**src/rtl/regfile_wb_arbiter_if.sv**
```systemverilog
// Writeback bus between the ALU/LSU requesters, the arbiter and the register file.
// A requester's transfer happens on a rising clk edge where its *_valid_i and *_ready_o are both high.
// ready is combinational from valid, so a requester must not wait for ready before raising valid.
interface regfile_wb_arbiter_if #(
  parameter int DATA_W = 32,
  parameter int REG_AW = 5
);
  logic              alu_valid_i;
  logic [REG_AW-1:0] alu_dest_pi;
  logic [DATA_W-1:0] alu_data_pi;
  logic              alu_ready_o;
  logic              lsu_valid_i;
  logic [REG_AW-1:0] lsu_dest_pi;
  logic [DATA_W-1:0] lsu_data_pi;
  logic              lsu_ready_o;
  logic              hold_i;
  logic              we_o;
  logic [REG_AW-1:0] destReg_po;
  logic [DATA_W-1:0] writeData_po;
  logic [15:0]       conflict_cnt_po;

  modport master (
    output alu_valid_i, alu_dest_pi, alu_data_pi,
    output lsu_valid_i, lsu_dest_pi, lsu_data_pi,
    output hold_i,
    input  alu_ready_o, lsu_ready_o,
    input  we_o, destReg_po, writeData_po, conflict_cnt_po
  );

  modport slave (
    input  alu_valid_i, alu_dest_pi, alu_data_pi,
    input  lsu_valid_i, lsu_dest_pi, lsu_data_pi,
    input  hold_i,
    output alu_ready_o, lsu_ready_o,
    output we_o, destReg_po, writeData_po, conflict_cnt_po
  );
endinterface

```
**src/rtl/regfile_wb_arbiter.sv**
```systemverilog
// Round-robin arbiter merging ALU and load-unit writebacks onto a single register-file write port.
// o_last_grant exposes the round-robin state: 0 = ALU took the last transfer, 1 = LSU did.
module regfile_wb_arbiter #(
  parameter int DATA_W = 32,
  parameter int REG_AW = 5
) (
  input  logic                 clk,
  input  logic                 reset,
  regfile_wb_arbiter_if.slave  bus,
  output logic                 o_last_grant
);

  typedef enum logic {
    LAST_ALU = 1'b0,
    LAST_LSU = 1'b1
  } last_e;

  last_e             r_last;
  last_e             w_last_nxt;
  logic              w_alu_gnt;
  logic              w_lsu_gnt;
  logic              w_conflict;
  logic              r_we;
  logic [REG_AW-1:0] r_dest;
  logic [DATA_W-1:0] r_data;
  logic [15:0]       r_cnt;

  assign w_conflict = bus.alu_valid_i && bus.lsu_valid_i && !bus.hold_i;

  // Grant logic is gated by reset so no transfer can start while the block is held in reset.
  always_comb begin
    w_alu_gnt  = 1'b0;
    w_lsu_gnt  = 1'b0;
    w_last_nxt = r_last;
    if (!reset && !bus.hold_i) begin
      if (bus.alu_valid_i && (!bus.lsu_valid_i || r_last == LAST_LSU)) begin
        w_alu_gnt = 1'b1;
      end else if (bus.lsu_valid_i) begin
        w_lsu_gnt = 1'b1;
      end
    end
    if (w_alu_gnt) begin
      w_last_nxt = LAST_ALU;
    end else if (w_lsu_gnt) begin
      w_last_nxt = LAST_LSU;
    end
  end

  always_ff @(posedge clk or posedge reset) begin
    if (reset) begin
      r_last <= LAST_LSU;
    end else begin
      r_last <= w_last_nxt;
    end
  end

  // x0 writes still complete the handshake but never raise the write enable.
  always_ff @(posedge clk or posedge reset) begin
    if (reset) begin
      r_we   <= 1'b0;
      r_dest <= '0;
      r_data <= '0;
    end else begin
      r_we <= (w_alu_gnt && bus.alu_dest_pi != '0) ||
              (w_lsu_gnt && bus.lsu_dest_pi != '0);
      if (w_alu_gnt) begin
        r_dest <= bus.alu_dest_pi;
        r_data <= bus.alu_data_pi;
      end else if (w_lsu_gnt) begin
        r_dest <= bus.lsu_dest_pi;
        r_data <= bus.lsu_data_pi;
      end
    end
  end

  always_ff @(posedge clk or posedge reset) begin
    if (reset) begin
      r_cnt <= '0;
    end else if (w_conflict && r_cnt != 16'hFFFF) begin
      r_cnt <= r_cnt + 16'd1;
    end
  end

  assign bus.alu_ready_o     = w_alu_gnt;
  assign bus.lsu_ready_o     = w_lsu_gnt;
  assign bus.we_o            = r_we;
  assign bus.destReg_po      = r_dest;
  assign bus.writeData_po    = r_data;
  assign bus.conflict_cnt_po = r_cnt;
  assign o_last_grant        = (r_last == LAST_LSU);

endmodule

```
**src/flat_wrapper.sv**
```systemverilog
// flat-port wrapper written by rule: the top's interface ports become plain ports
module regfile_wb_arbiter_flat 
#(
  parameter int DATA_W = 32,
  parameter int REG_AW = 5
)
  (clk, reset, o_last_grant, bus_alu_valid_i, bus_alu_dest_pi, bus_alu_data_pi, bus_lsu_valid_i, bus_lsu_dest_pi, bus_lsu_data_pi, bus_hold_i, bus_alu_ready_o, bus_lsu_ready_o, bus_we_o, bus_destReg_po, bus_writeData_po, bus_conflict_cnt_po);
  regfile_wb_arbiter_if #(.DATA_W(DATA_W), .REG_AW(REG_AW)) bus_i ();
  input  logic clk;
  input  logic reset;
  output logic o_last_grant;
  input wire logic [$bits(bus_i.alu_valid_i)-1:0] bus_alu_valid_i;
  input wire logic [$bits(bus_i.alu_dest_pi)-1:0] bus_alu_dest_pi;
  input wire logic [$bits(bus_i.alu_data_pi)-1:0] bus_alu_data_pi;
  input wire logic [$bits(bus_i.lsu_valid_i)-1:0] bus_lsu_valid_i;
  input wire logic [$bits(bus_i.lsu_dest_pi)-1:0] bus_lsu_dest_pi;
  input wire logic [$bits(bus_i.lsu_data_pi)-1:0] bus_lsu_data_pi;
  input wire logic [$bits(bus_i.hold_i)-1:0] bus_hold_i;
  output wire logic [$bits(bus_i.alu_ready_o)-1:0] bus_alu_ready_o;
  output wire logic [$bits(bus_i.lsu_ready_o)-1:0] bus_lsu_ready_o;
  output wire logic [$bits(bus_i.we_o)-1:0] bus_we_o;
  output wire logic [$bits(bus_i.destReg_po)-1:0] bus_destReg_po;
  output wire logic [$bits(bus_i.writeData_po)-1:0] bus_writeData_po;
  output wire logic [$bits(bus_i.conflict_cnt_po)-1:0] bus_conflict_cnt_po;
  assign bus_i.alu_valid_i = bus_alu_valid_i;
  assign bus_i.alu_dest_pi = bus_alu_dest_pi;
  assign bus_i.alu_data_pi = bus_alu_data_pi;
  assign bus_i.lsu_valid_i = bus_lsu_valid_i;
  assign bus_i.lsu_dest_pi = bus_lsu_dest_pi;
  assign bus_i.lsu_data_pi = bus_lsu_data_pi;
  assign bus_i.hold_i = bus_hold_i;
  assign bus_alu_ready_o = bus_i.alu_ready_o;
  assign bus_lsu_ready_o = bus_i.lsu_ready_o;
  assign bus_we_o = bus_i.we_o;
  assign bus_destReg_po = bus_i.destReg_po;
  assign bus_writeData_po = bus_i.writeData_po;
  assign bus_conflict_cnt_po = bus_i.conflict_cnt_po;
  regfile_wb_arbiter #(.DATA_W(DATA_W), .REG_AW(REG_AW)) u_core (.clk(clk), .reset(reset), .bus(bus_i), .o_last_grant(o_last_grant));
endmodule
```
**config.mk**
```make
export PLATFORM = sky130hd
export DESIGN_NAME = regfile_wb_arbiter_flat
export DESIGN_NICKNAME = d
export VERILOG_FILES = /design/src/rtl/regfile_wb_arbiter_if.sv /design/src/rtl/regfile_wb_arbiter.sv /design/src/flat_wrapper.sv
export SDC_FILE = /design/constraint.sdc
export NUM_CORES = 1
export LEC_CHECK = 0
export BUFFER_PORTS_ARGS = -buffer_cell sky130_fd_sc_hd__buf_4
export CAP_MARGIN = 0
export CORE_ASPECT_RATIO = 1.25
export CORE_MARGIN = 2
export CORE_UTILIZATION = 49
export CTS_BUF_LIST = sky130_fd_sc_hd__clkbuf_8
export DETAILED_ROUTE_END_ITERATION = 6
export GPL_TIMING_DRIVEN = 0
export PLACE_DENSITY_LB_ADDON = 0.3
export SLEW_MARGIN = 30
export SYNTH_ARGS = -nofsm -noshare
export SYNTH_HDL_FRONTEND = slang
export SYNTH_SLANG_ARGS = --single-unit
```
**constraint.sdc**
```tcl
create_clock -name clk -period 4.9 [get_ports clk]
set_input_delay 0.49 -clock clk [delete_from_list [all_inputs] [get_ports clk]]
set_output_delay 0.49 -clock clk [all_outputs]
set_load 0.005 [all_outputs]
```
=== Word level (Yosys, flattened, before mapping) ===
Cells that the tools add are included.

* Flip-flop bits (word level): 55
* Output and inout bits: 57

* $add $sub $neg: 1
* Eq/ne operators: 1
* Multiplexer cells: 11
* Reduce and logical (&&, ||, !) cells: 15

{| class="wikitable"
|+ Operator list
! kind !! number
|-
| 32-bit 2-to-1 mux || 2
|-
| 16-bit by 1-bit adder with 16-bit output (second input constant) || 1
|-
| 16-bit != test (second input constant) || 1
|-
| 5-bit 2-to-1 mux || 2
|-
| 5-bit nonzero test || 2
|-
| 1-bit logical AND || 7
|-
| 1-bit 2-to-1 mux || 7
|-
| 1-bit zero test || 3
|-
| 1-bit logical OR || 2
|-
| 2-bit nonzero test || 1
|}

=== Depth between registers and ports, before layout ===
Gate-level depths: netlist of run 1.

* Depth after elaboration: 7
* Depth in mapped cells: 6
* Depth with buffers taken out: 5

=== Worst setup path before layout of run 1 ===
Ideal clock, no wire load.

* Path type: reg2reg
* Start point: reg u_core.r_cnt[0], in the netlist u_core.bus.conflict_cnt_po[0]
* End point: reg u_core.r_cnt[1], in the netlist u_core.bus.conflict_cnt_po[1]
* Setup time: 0.125 ns
* Arrival: 1.603 ns
* Required time: 4.775 ns
* Setup slack: 3.172 ns
* Cell stages (with the launch flop): 5
* Clock period less this slack: 1.728 ns
* Cells stage by stage: dfrtp_1 > ha_1 > nand3_1 > o41ai_4 > mux2_4

* Cells in the longest elaborated chain, start to end: 2

{| class="wikitable"
|+ RTL lines
! element !! line !! source
|-
| start, declared || regfile_wb_arbiter.sv:26 || <nowiki>logic [15:0] r_cnt;</nowiki>
|-
| start signal, assigned || regfile_wb_arbiter.sv:80 || <nowiki>r_cnt <= r_cnt + 16'd1;</nowiki>
|-
| branches (longest 2 deep; another with 16-bit by 1-bit adder with 16-bit output) || -- ||
|}

Parallel ways; which one is timed is not known.
A chain may end at the register's enable or synchronous reset.

=== Worst setup path in the final report of run 1 ===
* Start point: reg u_core.r_last, in the netlist u_core.o_last_grant
* End point: out bus_alu_ready_o

* Cells in the longest elaborated chain, start to end: 4

{| class="wikitable"
|+ RTL lines
! element !! line !! source
|-
| start, declared || regfile_wb_arbiter.sv:18 || <nowiki>last_e r_last;</nowiki>
|-
| start signal, assigned || regfile_wb_arbiter.sv:53 || <nowiki>r_last <= w_last_nxt;</nowiki>
|-
| 1-bit logical OR || regfile_wb_arbiter.sv:36 || <nowiki>if (bus.alu_valid_i && (!bus.lsu_valid_i || r_last == LAST_LSU)) begin</nowiki>
|-
| 1-bit logical AND || regfile_wb_arbiter.sv:36 ||
|-
| 1-bit 2-to-1 mux || regfile_wb_arbiter.sv:36 ||
|-
| 1-bit 2-to-1 mux || regfile_wb_arbiter.sv:35 || <nowiki>if (!reset && !bus.hold_i) begin</nowiki>
|-
| end, declared || flat_wrapper.sv:19 || <nowiki>output wire logic [$bits(bus_i.alu_ready_o)-1:0] bus_alu_ready_o;</nowiki>
|}

No other way between the ends.

==> results of run 1 <==
-- worst max path at each step --
stage               slack, ns  cells after the start           startpoint                       endpoint
CTS                      2.68                      4  u_core.o_last_grant                bus_alu_ready_o
global placement         2.35                      2                reset    u_core.bus.writeData_po[21]
finish                   2.68                      4  u_core.o_last_grant                bus_alu_ready_o
detailed placement       2.77                      6                reset     u_core.bus.writeData_po[9]
floorplan                3.07                      1                reset  u_core.bus.conflict_cnt_po[0]
global route             2.56                      4  u_core.o_last_grant                bus_alu_ready_o
-- cell usage after synthesis --
| cell | count | area share |
|---|---|---|
| dfrtp_1 | 54 | 0.56 |
| xnor2_1 | 2 | 0.0073 |
| clkbuf_1 | 8 | 0.012 |
| a222oi_1 | 37 | 0.15 |
| o41ai_4 | 1 | 0.011 |
| or2_2 | 2 | 0.0052 |
| and3_1 | 3 | 0.0078 |
| buf_1 | 1 | 0.0016 |
| or4_1 | 2 | 0.0062 |
| o21ai_1 | 1 | 0.0021 |
| xor2_1 | 12 | 0.044 |
| and4_2 | 1 | 0.0042 |
| nand3_1 | 3 | 0.0062 |
| nor2_1 | 4 | 0.0062 |
| a31oi_1 | 1 | 0.0026 |
| dfstp_2 | 1 | 0.011 |
| mux2_4 | 1 | 0.0062 |
| o21ai_0 | 4 | 0.0083 |
| nor3_1 | 8 | 0.017 |
| a21oi_1 | 1 | 0.0021 |
| nand4_4 | 1 | 0.0088 |
| nand2b_1 | 1 | 0.0026 |
| buf_2 | 2 | 0.0042 |
| nand4_1 | 3 | 0.0078 |
| nor4_1 | 4 | 0.010 |
| inv_1 | 40 | 0.062 |
| and3b_1 | 1 | 0.0036 |
| nand2_1 | 11 | 0.017 |
| ha_1 | 1 | 0.0052 |
-- placed cells by master, fill, tap and decap left out, types with 2 or more instances in the layout --
cell	netlist	layout
buf_4	0	135
dfrtp_1	54	54
inv_1	40	39
a222oi_1	37	37
xor2_1	12	12
nand2_1	11	11
nor3_1	8	8
clkbuf_1	8	8
clkbuf_8	0	6
nor2_1	4	4
nor4_1	4	4
o21ai_0	4	4
nand3_1	3	3
nand4_1	3	3
and3_1	3	3
or2_2	2	2
buf_2	2	2
or4_1	2	2
xnor2_1	2	2
-- critical path: cells and delay by family, from the launching register on --
family | cells | cell delay (ns)
AND/OR/NAND/NOR | 2 | 0.29
buffers and inverters | 2 | 0.56
flip-flops | 1 | 0.57
-- cell type report --
cell class | count | area [um2]
buffer | 11 | 43.8
tap | 60 | 75.1
timing repair buffer | 136 | 1030
fill | 343 | 1100
sequential | 55 | 1380
clock inverter | 2 | 35.0
inverter | 40 | 153
multi-input combinational | 105 | 832
clock buffer | 6 | 82.6
-- through the flow --
stage          setup slack, ns  power, mW  cells  cell area [um2]  hold slack, ns
6_report                  2.68       1.27    415             3630           0.145
5_1_grt                   2.56       1.34    415             3630           0.155
4_1_cts                   2.68       1.28    415             3630           0.147
3_5_place_dp              2.77      0.974    407             3510           0.485
3_3_place_gp              2.35      0.953    406             3490           0.471
2_1_floorplan             3.07      0.749    211             2400           0.482
-- per-layer routing --
layer	track usage	wire (um)	vias to the layer above
met4	0.0980	178	0
li1	-	-	1075
met2	0.421	3510	119
met1	0.298	2550	1121
met5	0	0	-
met3	0.0501	599	14
-- power breakdown --
part           total (mW)  switching [mW]  internal, mW  leakage [nW]
clock               0.311           0.145         0.166        0.0612
combinational       0.354           0.135         0.219          1.24
sequential          0.609          0.0700         0.539         0.696
-- sequential cells by signal, indices dropped and copies added, names as in the netlist --
| name | flops |
|---|---|
| u_core.bus.conflict_cnt_po | 16 |
| u_core.bus.destReg_po | 5 |
| u_core.bus.we_o | 1 |
| u_core.bus.writeData_po | 32 |
| u_core.o_last_grant | 1 |
-- cell families (layout without fill, tap and decap cells) --
family          count (synthesis)  after routing  share of synthesized area
flops                          55             55                      0.573
compound gates                 45             45                      0.181
simple gates                   44             44                      0.103
xor+xnor                       14             14                     0.0510
fa+ha+maj                       1              1                    0.00520
buf+inv                        51            195                     0.0807
mux                             1              1                    0.00624
==> parameters.txt, run 1 <==
Parameter                              Value

STA
  Setup repair after global routing missed its margin ... false
  Worst-case headroom to the max-slew limit ... 0.521
  Post-layout minimum cycle time ... 2.22 ns
  Fmax ... 0.450 GHz
  Final setup fails ... 0
  Worst clock skew ... 0.00813 ns
  Final-layout setup total negative slack ... 0 ns
  Count of endpoints failing hold in the final timing report ... 0
  Final worst-path cycle share ... 0.453
  Slew at the pin closest to its max-slew limit ... 0.713 ns
  Final count of pins violating max slew ... 0

GRT
  Wire length of the first global-routing pass ... 10000 um
  Initial antenna violation count ... 0
  Grt total ovfl ... 0
  Number of global-route vias before repair ... 2104
  Maximum number of pins on one net before global-route repair ... 33
  Tot GR Track Use ... 0.244

Critical path
  Worst-case reg-to-reg path depth ... 4
  Crit-path cells ... nand2b_1 > and3_1 > clkbuf_1 > buf_4
  CP endpoint kind ... primary output
  Biggest cell delay along the critical path ... 0.57 ns
  Critical Path Slowest Stage Cell ... dfstp_2
  Required arrival time at the worst endpoint ... 4.41 ns
  Type of the worst setup path ... reg -> out
  Top fanout value on the critical path ... 10
  Reg-to-reg slack, setup ... 2.98 ns
  Capture instance of the worst register-to-register path ... u_core.bus.conflict_cnt_po[1]
  Launching element type of the critical path ... register
  Crit path DAT ... 1.73 ns
  Start of the worst register-to-register path ... u_core.bus.conflict_cnt_po[0]

Routing
  Detailed-route via count ... 2329
  Per-cell routed wire length ... 16.5 um
  1st-iter DRT viols ... 240
  Total routed wirelength ... 6830 um
  Post-route ant nets ... 0
  Detailed-router iteration count before antenna repair ... 7
  Routed via count divided by cell count ... 5.61
  DRC Markers ... 0

Die
  Horizontal die dimension ... 66.6 um
  Std-Cell Core Area ... 4730 um2
  Starting density of the core ... 0.508
  Die area ... 5490 um2
  Chip Height ... 82.3 um
  # rows ... 28
  Num ports ... 136

Synthesis
  Count of state elements after synthesis ... 55
  Synth Instances ... 211
  Yosys cell types ... 29
  Syn_nets ... 291
  Proportion of synthesized chip area in sequential cells ... 0.573
  Post-synthesis area per instance ... 11.4 um2
  Count of yosys warnings during synthesis ... 0
  Mapped Area ... 2400 um2

Clock tree
  Max H-tree Level ... 2
  Clock transition time at the flip-flop clock pins of the worst setup and hold paths ... 0.10 ns
  Clock latency reported for the late side of the worst-skew pair ... 0.30 ns
  CTS sink count ... 55
  PostCTS Resize Cnt ... 0
  Hold bufs inserted after CTS ... 0
  Cell chosen for the clock root ... clkbuf_8
  Maximum number of buffers from clock root to sink ... 2
  TritonCTS Buffers ... 5
  # Post-CTS Setup Buffers ... 0
  TritonCTS clock tree ... built

Final layout
  Final net count ... 434
  Fraction of final layout cells sized beyond drive strength 1 ... 0.434
  Signed area change from the synthesized netlist to the final layout ... 51.1%
  Antenna diode count ... 0
  Core Util, Final ... 0.768

Power
  Power density over the cells ... 351 nW/um2
  Static power due to leakage ... 2.00 nW
  Worst IR Drop VDD ... 268 uV

Worst hold path
  Worst hold-check path type ... in -> async

Flow run
  Count of maximum capacitance violations ... 0

Placed design
  Routability Congestion ... 0.776
  Port bufs ... 135
  Detailed placement HPWL ... 5180 um

Outcome
  Status ... completed
(Power assumes the default switching activity.)
==> inputs of run 2 (changes only) <==
--- a/config.mk
+++ b/config.mk
@@ -9,7 +9,7 @@
 export CAP_MARGIN = 0
 export CORE_ASPECT_RATIO = 1.25
 export CORE_MARGIN = 2
-export CORE_UTILIZATION = 49
+export CORE_UTILIZATION = 41
 export CTS_BUF_LIST = sky130_fd_sc_hd__clkbuf_8
 export DETAILED_ROUTE_END_ITERATION = 6
 export GPL_TIMING_DRIVEN = 0
==> constraint.sdc (replaced) <==
create_clock -name clk -period 1.9 [get_ports clk]
set_input_delay 0.19 -clock clk [delete_from_list [all_inputs] [get_ports clk]]
set_output_delay 0.19 -clock clk [all_outputs]
set_load 0.005 [all_outputs]
==> parameters.txt, run 2 (same netlist as run 1, synthesis figures left out) <==
Parameter                              Value

Outcome
  Status ... completed

Routing
  Post-route ant nets ... 0 (unchanged)
  Routed via count divided by cell count ... 5.53 (-1.5%)
  DRC Markers ... 0 (unchanged)
  Per-cell routed wire length ... 15.8 um (-3.8%)
  1st-iter DRT viols ... 224 (-6.7%)
  Detailed-route via count ... 2338 (+0.39%)
  Detailed-router iteration count before antenna repair ... 6 (-1)
  Total routed wirelength ... 6700 um (-1.9%)

Critical path
  CP endpoint kind ... register
  Crit path DAT ... 1.97 ns (+0.24 ns)
  Start of the worst register-to-register path ... u_core.bus.conflict_cnt_po[0]
  Top fanout value on the critical path ... 8 (-2)
  Launching element type of the critical path ... register
  Capture instance of the worst register-to-register path ... u_core.bus.conflict_cnt_po[1]
  Reg-to-reg slack, setup ... 0.11 ns (-2.87 ns)
  Required arrival time at the worst endpoint ... 2.08 ns (-2.33 ns)
  Type of the worst setup path ... reg -> reg
  Worst-case reg-to-reg path depth ... 5 (+1)

Flow run
  Count of maximum capacitance violations ... 0 (unchanged)

Die
  Die area ... 6490 um2 (+18%)
  Horizontal die dimension ... 72.5 um (+8.8%)
  Chip Height ... 89.6 um (+8.9%)
  Starting density of the core ... 0.419 (-0.0895)
  # rows ... 31 (+11%)
  Std-Cell Core Area ... 5740 um2 (+21%)
  Num ports ... 136 (unchanged)

STA
  Worst-case headroom to the max-slew limit ... 0.524 (+0.00290)
  Setup repair after global routing missed its margin ... false
  Post-layout minimum cycle time ... 1.79 ns
  Worst clock skew ... 0.00758 ns (-0.000552 ns)
  Count of endpoints failing hold in the final timing report ... 0 (unchanged)
  Slew at the pin closest to its max-slew limit ... 0.709 ns (-0.00433 ns)
  Final worst-path cycle share ... 0.941
  Final count of pins violating max slew ... 0 (unchanged)
  Final-layout setup total negative slack ... 0 ns (unchanged)
  Final setup fails ... 0 (unchanged)
  Fmax ... 0.559 GHz

Clock tree
  TritonCTS clock tree ... built
  Clock latency reported for the late side of the worst-skew pair ... 0.30 ns (about the same)
  CTS sink count ... 55 (unchanged)
  Cell chosen for the clock root ... clkbuf_8
  Max H-tree Level ... 2 (unchanged)
  Clock transition time at the flip-flop clock pins of the worst setup and hold paths ... 0.09 ns (about the same)
  Maximum number of buffers from clock root to sink ... 2 (unchanged)
  TritonCTS Buffers ... 5 (unchanged)

Worst hold path
  Worst hold-check path type ... in -> reg
  Worst hold path stage count ... 2
  Min-Delay Endpoint ... u_core.o_last_grant
  Hold path start ... bus_alu_valid_i

Final layout
  Signed area change from the synthesized netlist to the final layout ... 51.0%
  Top library cells by usage in the layout, fill and taps aside ... buf_4 (136), dfrtp_1 (54), inv_1 (41)
  Fraction of final layout cells sized beyond drive strength 1 ... 0.437 (+0.00317)
  Total of fill cells in the finished design ... 496 (+45%)
  Most common cell after layout, fill and taps aside ... buf_4
  Flip-flop count of the largest register after layout ... 32 (unchanged)
  Register cell area after layout ... 1380 um2 (unchanged)
  Fin area ... 3630 um2 (-0.10%)
  Final net count ... 436 (+0.46%)
  Antenna diode count ... 0 (unchanged)
  Multi-input gate area ... 837 um2 (+0.60%)

GRT
  Number of global-route vias before repair ... 2139 (+1.7%)
  Grt total ovfl ... 0 (unchanged)
  Maximum number of pins on one net before global-route repair ... 31 (-6.1%)
  Wire length of the first global-routing pass ... 9960 um (-0.62%)
  Global routing usage on met1 ... 0.231 (-0.0668)
  Met3 global-route usage ... 0.0592 (+0.00902)
  Met2 Use GR ... 0.360 (-0.0607)
  Initial antenna violation count ... 0 (unchanged)
  Tot GR Track Use ... 0.197 (-0.0466)
  Highest-utilization routing layer at the global route stage ... met2

Placed design
  Routability Congestion ... 0.804 (+3.6%)
  Port bufs ... 135 (unchanged)
  Standard cell area after detailed placement ... 3520 um2 (+0.21%)
  Detailed placement HPWL ... 5140 um (-0.82%)

Power
  Static power due to leakage ... 2.00 nW (+0.23%)
  Power density over the cells ... 848 nW/um2 (+140%)
  Worst IR Drop VDD ... 504 uV (+88%)
-- run 2: how the worst max path moves through the flow --
| stage | from | to | slack [ns] | cells past startpoint |
|---|---|---|---|---|
| floorplan | u_core.bus.conflict_cnt_po[0] | u_core.bus.conflict_cnt_po[1] | 0.17 | 4 |
| global placement | reset | u_core.bus.writeData_po[3] | -0.36 | 2 |
| detailed placement | u_core.bus.conflict_cnt_po[0] | u_core.bus.conflict_cnt_po[1] | -0.05 | 4 |
| CTS | u_core.bus.conflict_cnt_po[0] | u_core.bus.conflict_cnt_po[1] | 0.05 | 4 |
| global route | u_core.bus.conflict_cnt_po[0] | u_core.bus.conflict_cnt_po[1] | 0.03 | 5 |
| finish | u_core.bus.conflict_cnt_po[0] | u_core.bus.conflict_cnt_po[1] | 0.11 | 5 |
-- run 2: stage by stage --
stage | cells | setup WS [ns] | util | hold WS, ns | total power, mW
2_1_floorplan | 211 | 0.172 | - | 0.260 | 1.93
3_5_place_dp | 413 | -0.0469 | 0.614 | 0.198 | 2.50
5_1_grt | 423 | 0.0266 | 0.632 | 0.0708 | 3.28
3_3_place_gp | 412 | -0.355 | 0.610 | 0.375 | 2.47
4_1_cts | 422 | 0.0532 | 0.630 | 0.0563 | 3.11
6_report | 423 | 0.112 | 0.632 | 0.0671 | 3.08
-- run 2: final cells by class --
class / count / share of cell area
Clock inverter: 3 / 0.00345
Buffer: 11 / 0.0128
Tap cell: 66 / 0.0228
Timing Repair Buffer: 138 / 0.290
Multi-Input combinational cell: 105 / 0.231
Inverter: 40 / 0.0421
Sequential cell: 55 / 0.380
Clock buffer: 5 / 0.0190
-- run 2: where the power goes --
group	total (mW)	switching, mW	internal, mW
sequential	1.57	0.183	1.39
clock	0.601	0.352	0.249
combinational	0.904	0.336	0.568
total	3.08	0.871	2.21
-- run 2: repair_timing --
| item | 4_1_cts | 5_1_grt |
|---|---|---|
| setup endpoints to repair | 6 | 16 |
| hold endpoints to repair | 25 | 0 |
| setup buffers | 0 | 1 |
| pin swaps | 1 | 1 |
| hold buffers | 1 | 0 |
| gates resized for setup | 1 | 3 |
-- run 2: per-layer routing --
layer	vias up	routed length (um)
li1	1075	-
met1	1141	2480
met2	116	3550
met3	6	605
met4	0	63
met5	-	0
-- run 2: worst max-delay path, stage by stage (launching register included) --
cell and delay, ns:
dfrtp_1 0.42, ha_1 0.24, nand3_2 0.15, o41ai_4 0.34, buf_4 0.22, mux2_4 0.30
==> inputs of run 3 (changes only) <==
--- a/config.mk
+++ b/config.mk
@@ -7,7 +7,6 @@
 export LEC_CHECK = 0
 export BUFFER_PORTS_ARGS = -buffer_cell sky130_fd_sc_hd__buf_4
 export CAP_MARGIN = 0
-export CORE_ASPECT_RATIO = 1.25
 export CORE_MARGIN = 2
 export CORE_UTILIZATION = 41
 export CTS_BUF_LIST = sky130_fd_sc_hd__clkbuf_8
==> parameters.txt, run 3 (same netlist as run 1, synthesis figures left out) <==
Parameter                              Value

Final layout
  Multi-input gate area ... 843 um2 (+0.75%)
  Top library cells by usage in the layout, fill and taps aside ... buf_4 (136), dfrtp_1 (54), inv_1 (40)
  Signed area change from the synthesized netlist to the final layout ... 52.4%
  Non-filler cells, final ... 428 (+1.2%)
  Most common cell after layout, fill and taps aside ... buf_4
  Fraction of final layout cells sized beyond drive strength 1 ... 0.441 (+0.00404)
  Flip-flop count of the largest register after layout ... 32 (unchanged)
  Total of fill cells in the finished design ... 480 (-3.2%)
  Final net count ... 436 (unchanged)
  Register cell area after layout ... 1380 um2 (unchanged)
  Antenna diode count ... 0 (unchanged)

STA
  Slew at the pin closest to its max-slew limit ... 0.698 ns (-0.0109 ns)
  Final-layout setup total negative slack ... 0 ns (unchanged)
  Setup repair after global routing missed its margin ... false
  Final count of pins violating max slew ... 0 (unchanged)
  Worst-case headroom to the max-slew limit ... 0.531 (+0.00731)
  Post-layout minimum cycle time ... 1.78 ns (-0.00785 ns)
  Worst clock skew ... 0.00920 ns (+0.00162 ns)
  Fmax ... 0.562 GHz (+0.44%)
  Final setup fails ... 0 (unchanged)
  Final worst-path cycle share ... 0.937 (-0.00413)
  Count of endpoints failing hold in the final timing report ... 0 (unchanged)

Routing
  Wire length on met3 ... 574 um (-5.1%)
  DRC Markers ... 0 (unchanged)
  1st-iter DRT viols ... 249 (+11%)
  Routed via count divided by cell count ... 5.32 (-3.8%)
  Per-cell routed wire length ... 16.1 um (+1.6%)
  Met1 layer wirelength in the final routing ... 2700 um (+8.9%)
  Detailed-route via count ... 2275 (-2.7%)
  Total routed wirelength ... 6890 um (+2.8%)
  DR WL met2 ... 3500 um (-1.4%)
  Highest metal layer used by the detailed router ... met4
  Post-route ant nets ... 0 (unchanged)
  Detailed-router iteration count before antenna repair ... 5 (-1)

GRT
  Grt total ovfl ... 0 (unchanged)
  Maximum number of pins on one net before global-route repair ... 37 (+19%)
  Wire length of the first global-routing pass ... 10800 um (+8.7%)
  Tot GR Track Use ... 0.215 (+0.0183)
  Initial antenna violation count ... 0 (unchanged)
  Number of global-route vias before repair ... 2351 (+9.9%)

Clock tree
  TritonCTS Buffers ... 5 (unchanged)
  TritonCTS clock tree ... built
  Max H-tree Level ... 2 (unchanged)
  CTS sink count ... 55 (unchanged)
  Clock latency reported for the late side of the worst-skew pair ... 0.30 ns (about the same)
  Cell chosen for the clock root ... clkbuf_8
  Clock transition time at the flip-flop clock pins of the worst setup and hold paths ... 0.10 ns (about the same)
  Maximum number of buffers from clock root to sink ... 2 (unchanged)

Power
  Worst IR Drop VDD ... 424 uV (-16%)
  Register share of total power ... 0.489 (-0.022)
  Internal Pwr Total ... 2.34 mW (+6.0%)
  Fraction of power consumed by the clock network ... 0.228 (+0.033)
  Static power due to leakage ... 2.01 nW (+0.25%)
  Fraction of power spent switching nets ... 0.274 (-0.00894)
  Power dissipated by switching net loads ... 0.883 mW (+1.4%)
  Power density over the cells ... 879 nW/um2 (+3.7%)
  Proportion of power drawn by combinational gates ... 0.283 (-0.011)

Critical path
  Biggest cell delay along the critical path ... 0.43 ns (about the same)
  Category of cells accounting for the largest share of critical-path delay ... flip-flops
  CP endpoint kind ... register
  Buffer and inverter count on the worst path ... 1 (unchanged)
  Crit-path cells ... ha_1 > nand3_2 > o41ai_4 > buf_4 > mux2_4
  Crit path DAT ... 1.97 ns (about the same)
  Required arrival time at the worst endpoint ... 2.08 ns (about the same)
  Top fanout value on the critical path ... 8 (unchanged)
  Type of the worst setup path ... reg -> reg
  Critical Path Slowest Stage Cell ... dfrtp_1
  Launching element type of the critical path ... register

Flow run
  Count of maximum capacitance violations ... 0 (unchanged)

Outcome
  Status ... completed

Die
  Chip Height ... 80.6 um (-10%)
  Starting density of the core ... 0.431 (+0.0125)
  Die area ... 6490 um2 (about the same)
  Horizontal die dimension ... 80.6 um (+11%)
  Std-Cell Core Area ... 5570 um2 (-2.9%)
  Num ports ... 136 (unchanged)
  # rows ... 27 (-13%)

Placed design
  Routability Congestion ... 0.803 (-0.16%)
  Port bufs ... 135 (unchanged)
  Number of cells in the design after placement ... 419 (+1.5%)
  Detailed placement HPWL ... 5260 um (+2.3%)

Worst hold path
  Worst hold-check path type ... in -> reg
run 3: layout make-up:
| type | count | area share |
|---|---|---|
| inverters | 40 | 0.0417 |
| clock buffers | 5 | 0.0188 |
| plain buffers | 11 | 0.0126 |
| repair buffers | 138 | 0.287 |
| multi-input cells | 105 | 0.230 |
| well taps | 72 | 0.0246 |
| clock inverters | 2 | 0.00922 |
| flip-flops and latches | 55 | 0.376 |
run 3: path summary, 6_finish.rpt:
path / from / depth (start not counted) / to / slack [ns]
hold / removal: bus_alu_valid_i / 2 / u_core.o_last_grant / 0.08
setup / recovery: u_core.bus.conflict_cnt_po[0] / 5 / u_core.bus.conflict_cnt_po[1] / 0.12
hold reg to reg: u_core.bus.destReg_po[4] / 2 / u_core.bus.destReg_po[4] / 0.51
max in group asynchronous: reset / 4 / u_core.o_last_grant / 0.94
setup reg to reg: u_core.bus.conflict_cnt_po[0] / 5 / u_core.bus.conflict_cnt_po[1] / 0.12
min in group asynchronous: reset / 3 / u_core.bus.destReg_po[4] / 0.43
run 3: metal layers:
metal / GRT usage / vias to the layer above
met2: 0.360 / 119
met1: 0.276 / 1068
li1: - / 1079
met3: 0.0438 / 9
met4: 0.0780 / 0
met5: 0 / -
run 3: power groups by stage:
stage          logic, mW  clock network, mW  registers (mW)
2_1_floorplan      0.344                  0            1.59
3_3_place_gp       0.883                  0            1.58
3_5_place_dp       0.917                  0            1.59
4_1_cts            0.920              0.757            1.57
5_1_grt             1.01              0.816            1.60
6_report           0.910              0.735            1.58
run 3: repair_timing:
| action | in CTS | in global routing |
|---|---|---|
| hold buffers | 1 | 0 |
| setup buffers | 0 | 1 |
| gates resized for setup | 1 | 4 |
| pin swaps | 1 | 1 |
| endpoints found under the setup margin | 7 | 20 |
| hold endpoints to repair | 19 | 0 |
run 3: stage by stage:
step           utilization  instance area [um2]  setup slack [ns]  power [mW]  hold WS, ns
3_5_place_dp         0.633                 3530           -0.0447        2.51        0.166
2_1_floorplan            -                 2400             0.172        1.93        0.260
6_report             0.657                 3660             0.120        3.22       0.0765
3_3_place_gp         0.629                 3510            -0.328        2.47        0.390
4_1_cts              0.654                 3640            0.0170        3.25       0.0679
5_1_grt              0.657                 3660            0.0179        3.43       0.0735
